## src/rtl/pc_gen.sv

```systemverilog
// Program counter and fetch-request generator for the NPC front end.
// Resolves trap/redirect/stall and buffers events while a request is held.
module pc_gen #(
  parameter int unsigned XLEN        = 32,
  parameter logic [31:0] RESET_VEC   = 32'h8000_0000,
  parameter int unsigned IALIGN_BITS = 2,
  parameter int unsigned CNT_W       = 32
) (
  input  logic             clk,
  input  logic             rst,
  input  logic             stall_i,
  input  logic             redirect_i,
  input  logic [XLEN-1:0]  redirect_tgt_i,
  input  logic             trap_i,
  input  logic [XLEN-1:0]  trap_vec_i,
  input  logic             halt_i,
  input  logic             resume_i,
  output logic             if_valid_o,
  output logic [XLEN-1:0]  if_addr_o,
  input  logic             if_ready_i,
  output logic             misalign_o,
  output logic [XLEN-1:0]  misalign_addr_o,
  output logic             halted_o,
  output logic [CNT_W-1:0] fetch_cnt_o
);

  typedef enum logic [1:0] {
    IDLE,
    ISSUE,
    HALTED
  } state_t;

  localparam logic [XLEN-1:0] RST_PC =
    XLEN'(RESET_VEC);
  localparam logic [XLEN-1:0] LOW_MASK =
    XLEN'((64'd1 << IALIGN_BITS) - 64'd1);

  state_t          state;
  logic [XLEN-1:0] pc;
  logic            pend_v;
  logic            pend_trap;
  logic [XLEN-1:0] pend_addr;

  logic            fire;
  logic            held;
  logic            redir_bad;
  logic            redir_ok;
  logic            ev_v;
  logic [XLEN-1:0] trap_tgt;
  logic [XLEN-1:0] ev_addr;
  logic            pend_wr;
  logic            halt_go;
  logic            valid_nxt;
  logic [XLEN-1:0] pc_nxt;

  assign fire = if_valid_o & if_ready_i;
  assign held = if_valid_o & ~if_ready_i;

  assign redir_bad = redirect_i
                   & (|(redirect_tgt_i & LOW_MASK));
  assign redir_ok  = redirect_i & ~redir_bad;
  assign ev_v      = trap_i | redir_ok;
  assign trap_tgt  = trap_vec_i & ~LOW_MASK;
  assign ev_addr   = trap_i ? trap_tgt
                            : redirect_tgt_i;

  // A redirect must not displace a trap already waiting in the buffer.
  assign pend_wr = held & ev_v
                 & (trap_i | ~(pend_v & pend_trap));

  assign halt_go = (state == ISSUE) & halt_i & ~held;

  always_comb begin
    valid_nxt = 1'b0;
    if (held)
      valid_nxt = 1'b1;
    else if (state == ISSUE && !halt_i)
      valid_nxt = ~stall_i;
  end

  always_comb begin
    pc_nxt = pc;
    if (ev_v)
      pc_nxt = ev_addr;
    else if (pend_v)
      pc_nxt = pend_addr;
    else if (fire)
      pc_nxt = pc + XLEN'(4);
  end

  always_ff @(posedge clk) begin
    if (rst) begin
      state <= IDLE;
    end else begin
      unique case (state)
        IDLE:    state <= ISSUE;
        ISSUE:   if (halt_go) state <= HALTED;
        HALTED:  if (resume_i | trap_i) state <= ISSUE;
        default: state <= IDLE;
      endcase
    end
  end

  always_ff @(posedge clk) begin
    if (rst) begin
      if_valid_o <= 1'b0;
    end else begin
      if_valid_o <= valid_nxt;
    end
  end

  // The address must stay stable while the request is held.
  always_ff @(posedge clk) begin
    if (rst) begin
      pc        <= RST_PC;
      pend_v    <= 1'b0;
      pend_trap <= 1'b0;
      pend_addr <= '0;
    end else if (held) begin
      if (pend_wr) begin
        pend_v    <= 1'b1;
        pend_trap <= trap_i;
        pend_addr <= ev_addr;
      end
    end else if (state != IDLE) begin
      pc <= pc_nxt;
      if (ev_v || pend_v) begin
        pend_v    <= 1'b0;
        pend_trap <= 1'b0;
      end
    end
  end

  always_ff @(posedge clk) begin
    if (rst) begin
      misalign_o      <= 1'b0;
      misalign_addr_o <= '0;
    end else begin
      misalign_o <= redir_bad & ~trap_i;
      if (redir_bad && !trap_i)
        misalign_addr_o <= redirect_tgt_i;
    end
  end

  always_ff @(posedge clk) begin
    if (rst) begin
      fetch_cnt_o <= '0;
    end else if (fire) begin
      fetch_cnt_o <= fetch_cnt_o + CNT_W'(1);
    end
  end

  assign if_addr_o = pc;
  assign halted_o  = (state == HALTED);

endmodule

```

## config.mk

```make
export PLATFORM = sky130hd
export DESIGN_NAME = pc_gen
export DESIGN_NICKNAME = d
export VERILOG_FILES = /design/src/rtl/pc_gen.sv
export SDC_FILE = /design/constraint.sdc
export NUM_CORES = 1
export LEC_CHECK = 0
export BUFFER_PORTS_ARGS = -buffer_cell sky130_fd_sc_hd__buf_4
export CAP_MARGIN = 5
export CORE_MARGIN = 2
export CORE_UTILIZATION = 48
export CTS_BUF_LIST = sky130_fd_sc_hd__clkbuf_8 sky130_fd_sc_hd__clkbuf_16
export CTS_CLUSTER_DIAMETER = 200
export DETAILED_ROUTE_END_ITERATION = 7
export PLACE_DENSITY = 0.77
export SETUP_SLACK_MARGIN = 0.1
export SLEW_MARGIN = 20
export SYNTH_ARGS = -nofsm -noshare
export SYNTH_HDL_FRONTEND = slang
export SYNTH_SLANG_ARGS = --single-unit
```

## constraint.sdc

```tcl
create_clock -name clk -period 2.11 [get_ports clk]
set_clock_uncertainty 0.1 [all_clocks]
set_input_delay 0.1055 -clock clk [delete_from_list [all_inputs] [get_ports clk]]
set_output_delay 0.1055 -clock clk [all_outputs]
set_load 0.02 [all_outputs]
```

# After elaboration in Yosys (flattened, before gate mapping)
# Index checks and enable logic that the tools add are counted.
# word_totals
elab_cells,65
output_inout_bits,99
reg_bits,134
# op_classes
n_eq_ne,5
mux,15
addsub,2
n_bitwise,19
reduce_logical,15
# ops
cell,count
$mux 32,4
$add 32x1->32 const B,1
$add 32x3->32 const B,1
$and 1x1->1,10
$mux 1,8
$not 1->1,6
$pmux 2 s3,1
$reduce_and 3->1,2
$reduce_bool 2->1,3
$mux 2,2
$ne 2x1->1 const B,2
$reduce_and 2->1,2
$or 1x1->1,3
$reduce_bool 3->1,1
$eq 2x1->1 const B,1
$eq 2x2->1 const B,1
$logic_and 1x1->1,2
$logic_not 1->1,2
$logic_not 2->1,1
$ne 2x2->1 const B,1
$reduce_or 2->1,1
$logic_or 1x1->1,1

# Logic depth before layout (Yosys ltp)
# depth
word_depth,9
depth_mapped,8
mapped_depth_nobuf,6

# Least setup slack after synthesis
# Ideal clock, no wire load.
# synth_timing
path_kind,register to register
start,register pc[2] (netlist: if_addr_o[2])
end,register pc[28] (netlist: if_addr_o[28])
synth_period_minus_slack_ps,2159
arrival_time_ps,1922
slack_ps,-49
setup_ps,138
stages_incl_launch_ff,7
cell_sequence,dfxtp_1 ha_1 nand2_1 nor4_1 nand2_1 o311ai_0 a311oi_1
# synth_via
elab_chain_len,4
# synth_rtl
element,line,source
start: declaration,39,logic [XLEN-1:0] pc;
start signal: assignment,126,pc <= pc_nxt;
$add 32x3->32,88,pc_nxt = pc + XLEN'(4);
$mux 32,87,else if (fire)
$mux 32,85,else if (pend_v)
$mux 32,83,if (ev_v)
# No other way between the ends. The select of a mux whose other input is x is not followed.
# A chain may end at the register's enable or synchronous reset.

# Final worst setup path
# layout_timing
start,register pc[11] (netlist: if_addr_o[11])
end,register pc[18] (netlist: if_addr_o[18])
# Same word-level chain as after synthesis.

==> PnR_summary.wiki <==
{| class="wikitable"
! Metric !! Value
|-
| Run status || completed
|-
| Setup TNS || 0 ns
|-
| Share of the yosys chip area belonging to registers || 0.410
|-
| Endpoint arrival time on the critical path || 2.17 ns
|-
| Antenna violations before repair || 0
|-
| Clock root buffer master || clkbuf_16
|-
| NumNets Final || 1114
|-
| Time the final worst path needs with I/O delays and setup || 1.96 ns
|-
| Routability congestion estimate from global placement || 0.933
|-
| Number of global-route vias before repair || 6535
|-
| Area inside the core boundary || 0.0133 mm^2
|-
| Setup crit end kind || register
|-
| Antenna diodes || 0
|-
| Pin count of the biggest net entering global routing || 61
|-
| Die area || 0.0146 mm^2
|-
| Cell with the biggest individual delay on the critical path || dfxtp_1
|-
| DR DRC count || 0
|-
| Kind of critical path || reg -> reg
|-
| Total global routing track utilization || 0.290
|-
| Initial core utilization || 0.492
|-
| Post-synthesis instance area || 0.00654 mm^2
|-
| Area growth from synthesis to layout || 44.0%
|-
| Cell count after synthesis || 808
|-
| Count of final hold-check violations || 0
|-
| Routed vias/inst || 5.75
|-
| Post-Syn Nets || 882
|-
| Worst path bufs/invs || 2
|-
| Total leakage power || 3.80 nW
|-
| Most used DFF post-synth || dfxtp_1
|-
| Clock network latency to the later pin of the worst-skew pair || 0.42 ns
|-
| Number of enable flip-flop cells after synthesis || 0
|-
| Clk sink count || 134
|-
| Number of DRC violations after detailed-routing iteration 0 || 703
|-
| Pre-Repair DR Iteration Count || 7
|-
| WL per Instance || 17.5 um
|-
| Ys async rst share || 0
|-
| Unrepaired setup endpoints after global routing || false
|-
| Worst hold-check slack || 0.0212 ns
|-
| Syn avg cell area || 8.09 um^2
|-
| Critical path's top delay family || simple AND/OR/NAND/NOR gates
|-
| Worst setup SP type || register
|-
| Overall die height || 121 um
|-
| Port Buf Inserts || 168
|-
| Cells along the critical path || buf_4 > nand4_1 > nor3_2 > buf_4 > and4_1 > o311ai_0 > a311oi_1
|-
| DRT Wirelength || 21500 um
|-
| HP Class || in -> reg
|-
| Number of buffers on the longest clock path || 2
|-
| Share of the cycle needed by the critical path after routing || 0.930
|-
| Count of nets left with antenna violations after detail routing || 0
|-
| TritonCTS clock tree || yes
|-
| Clock buffer count from CTS || 17
|-
| Via Count || 7053
|-
| Total number of yosys warnings || 0
|-
| Ratio of total power to cell area || 699 mW/mm^2
|-
| Tightest Pin Transition || 0.688 ns
|-
| Crit-path most repeated cell || buf_4
|-
| Maximum vdd drop || 0.471 mV
|-
| Rel. slew slack || 0.541
|-
| Post-synth cell types || 63
|-
| CP required || 2.32 ns
|-
| Total setup violations reported at the end of the flow || 0
|-
| Timing-limited maximum frequency || 509 MHz
|-
| Clock Pin Slew Worst Setup and Hold Paths || 0.06 ns
|-
| CP Max Fanout || 6
|-
| # Max-Cap Violations || 0
|-
| Global-route wire length before repair || 33500 um
|-
| Sum of net half-perimeters after detailed placement || 14200 um
|-
| Count of standard-cell rows || 42
|-
| H-tree lvl count || 4
|-
| Remaining Overflow, GRT || 0
|-
| Flip-flop and latch count after synthesis || 134
|-
| I/O pin cnt || 171
|-
| Layout cells sized above 1 || 0.290
|-
| Final Max Tran Viols || 0
|-
| Die boundary width || 121 um
|-
| Largest incremental delay on the critical path || 0.35 ns
|}
-- registers in the layout, indices dropped and copies added (netlist names), 2 cells and up --
register	cells
fetch_cnt_o	32
state	2
if_addr_o	32
pend_addr	32
misalign_addr_o	32
-- what timing repair did --
item / in CTS / in global routing
pin swaps: 0 / 6
hold endpoints to repair: 39 / 0
hold buffers: 41 / 0
endpoints found under the setup margin: 1 / 43
cloned: 0 / 2
gates resized for setup: 1 / 20
buffers inserted: 0 / 5
-- routing by layer --
layer | global-route usage | routed length [um] | up-vias
li1 | - | - | 3359
met1 | 0.407 | 9340 | 3236
met2 | 0.421 | 9380 | 404
met3 | 0.0840 | 2220 | 54
met4 | 0.108 | 554 | 0
met5 | 0 | 0 | -
-- where the power goes --
part           internal, mW  switching, mW
Clock                  1.81           1.05
Combinational         0.461          0.569
Sequential             2.62         0.0700
-- final cells by class --
cell class	instances	area, um^2
fill	994	3880
multi-input combinational	606	3660
sequential	134	2700
timing repair buffer	271	2230
clock buffer	24	522
tap	176	220
clock inverter	5	47.5
inverter	10	37.5
-- final timing paths --
kind / startpoint / end / slack [ns] / cells past startpoint
worst max-delay path: if_addr_o[11] / if_addr_o[18] / 0.15 / 7
worst min-delay path: trap_vec_i[3] / pend_addr[3] / 0.02 / 3
worst max register to register: if_addr_o[11] / if_addr_o[18] / 0.15 / 7
worst min register to register: misalign_addr_o[11] / misalign_addr_o[11] / 0.35 / 2
-- cell families after synthesis --
kind of cell,share of synthesized area
muxes,0.0569
xor gates and xnor gates,0.0456
buffers and inverters,0.0435
AOI/OAI and AO/OA,0.179
and+or+nand+nor,0.261
DFF,0.410
adders and majority gates,0.00383
-- cells in the mapped netlist, types with 17 or more instances --
cell      count  area [um^2]
dfxtp_1     134         2680
o21ai_0      21          105
xnor2_1      19          166
a211oi_1     36          270
clkbuf_1     39          146
a21oi_1      70          350
buf_2        17         85.1
nor2_1       92          345
mux2i_1      36          360
nand2_1     114          428
nor3_1       23          115
nand3_1      31          155
-- layout by cell type, fill, tap and decap left out, types with 5 or more instances in the layout --
| master | Yosys | routed |
|---|---|---|
| mux2i_1 | 36 | 36 |
| nand3_1 | 31 | 29 |
| nand2_1 | 114 | 114 |
| buf_4 | 0 | 222 |
| nor3b_1 | 5 | 5 |
| nor4_1 | 10 | 8 |
| a311oi_1 | 7 | 6 |
| nor2_1 | 92 | 91 |
| inv_1 | 10 | 12 |
| or2_2 | 5 | 5 |
| a31oi_1 | 8 | 8 |
| dlygate4sd3_1 | 0 | 41 |
| and2_1 | 5 | 5 |
| xor2_1 | 15 | 15 |
| and3_1 | 8 | 8 |
| a21oi_1 | 70 | 70 |
| o211ai_1 | 9 | 9 |
| xnor2_1 | 19 | 19 |
| o21ai_0 | 21 | 20 |
| buf_12 | 0 | 5 |
| dfxtp_2 | 0 | 9 |
| a211oi_1 | 36 | 36 |
| nor3_1 | 23 | 21 |
| nand4_1 | 15 | 15 |
| and4_1 | 13 | 10 |
| nand2b_1 | 7 | 7 |
| clkbuf_16 | 0 | 18 |
| dfxtp_1 | 134 | 124 |
| clkbuf_8 | 0 | 7 |
-- per-stage QoR --
step	power, mW	util	worst slack [ns]	area, um^2	std cells
final	6.58	0.708	0.147	9420	1226
after global routing	6.80	0.708	0.0248	9420	1226
after CTS	6.57	0.698	0.112	9280	1219
after detailed placement	3.67	0.624	0.0895	8300	1149
after global placement	3.66	0.624	0.159	8300	1149
after floorplan	3.22	-	0.103	6560	808
-- tightest hold or removal path: cells and delay by family --
kind                   cells  cell delay [ns]
buffers and inverters      1             0.08
AOI/OAI and AO/OA          1             0.22
muxes                      1             0.08
Note: power is estimated with default switching activity, not from simulation.
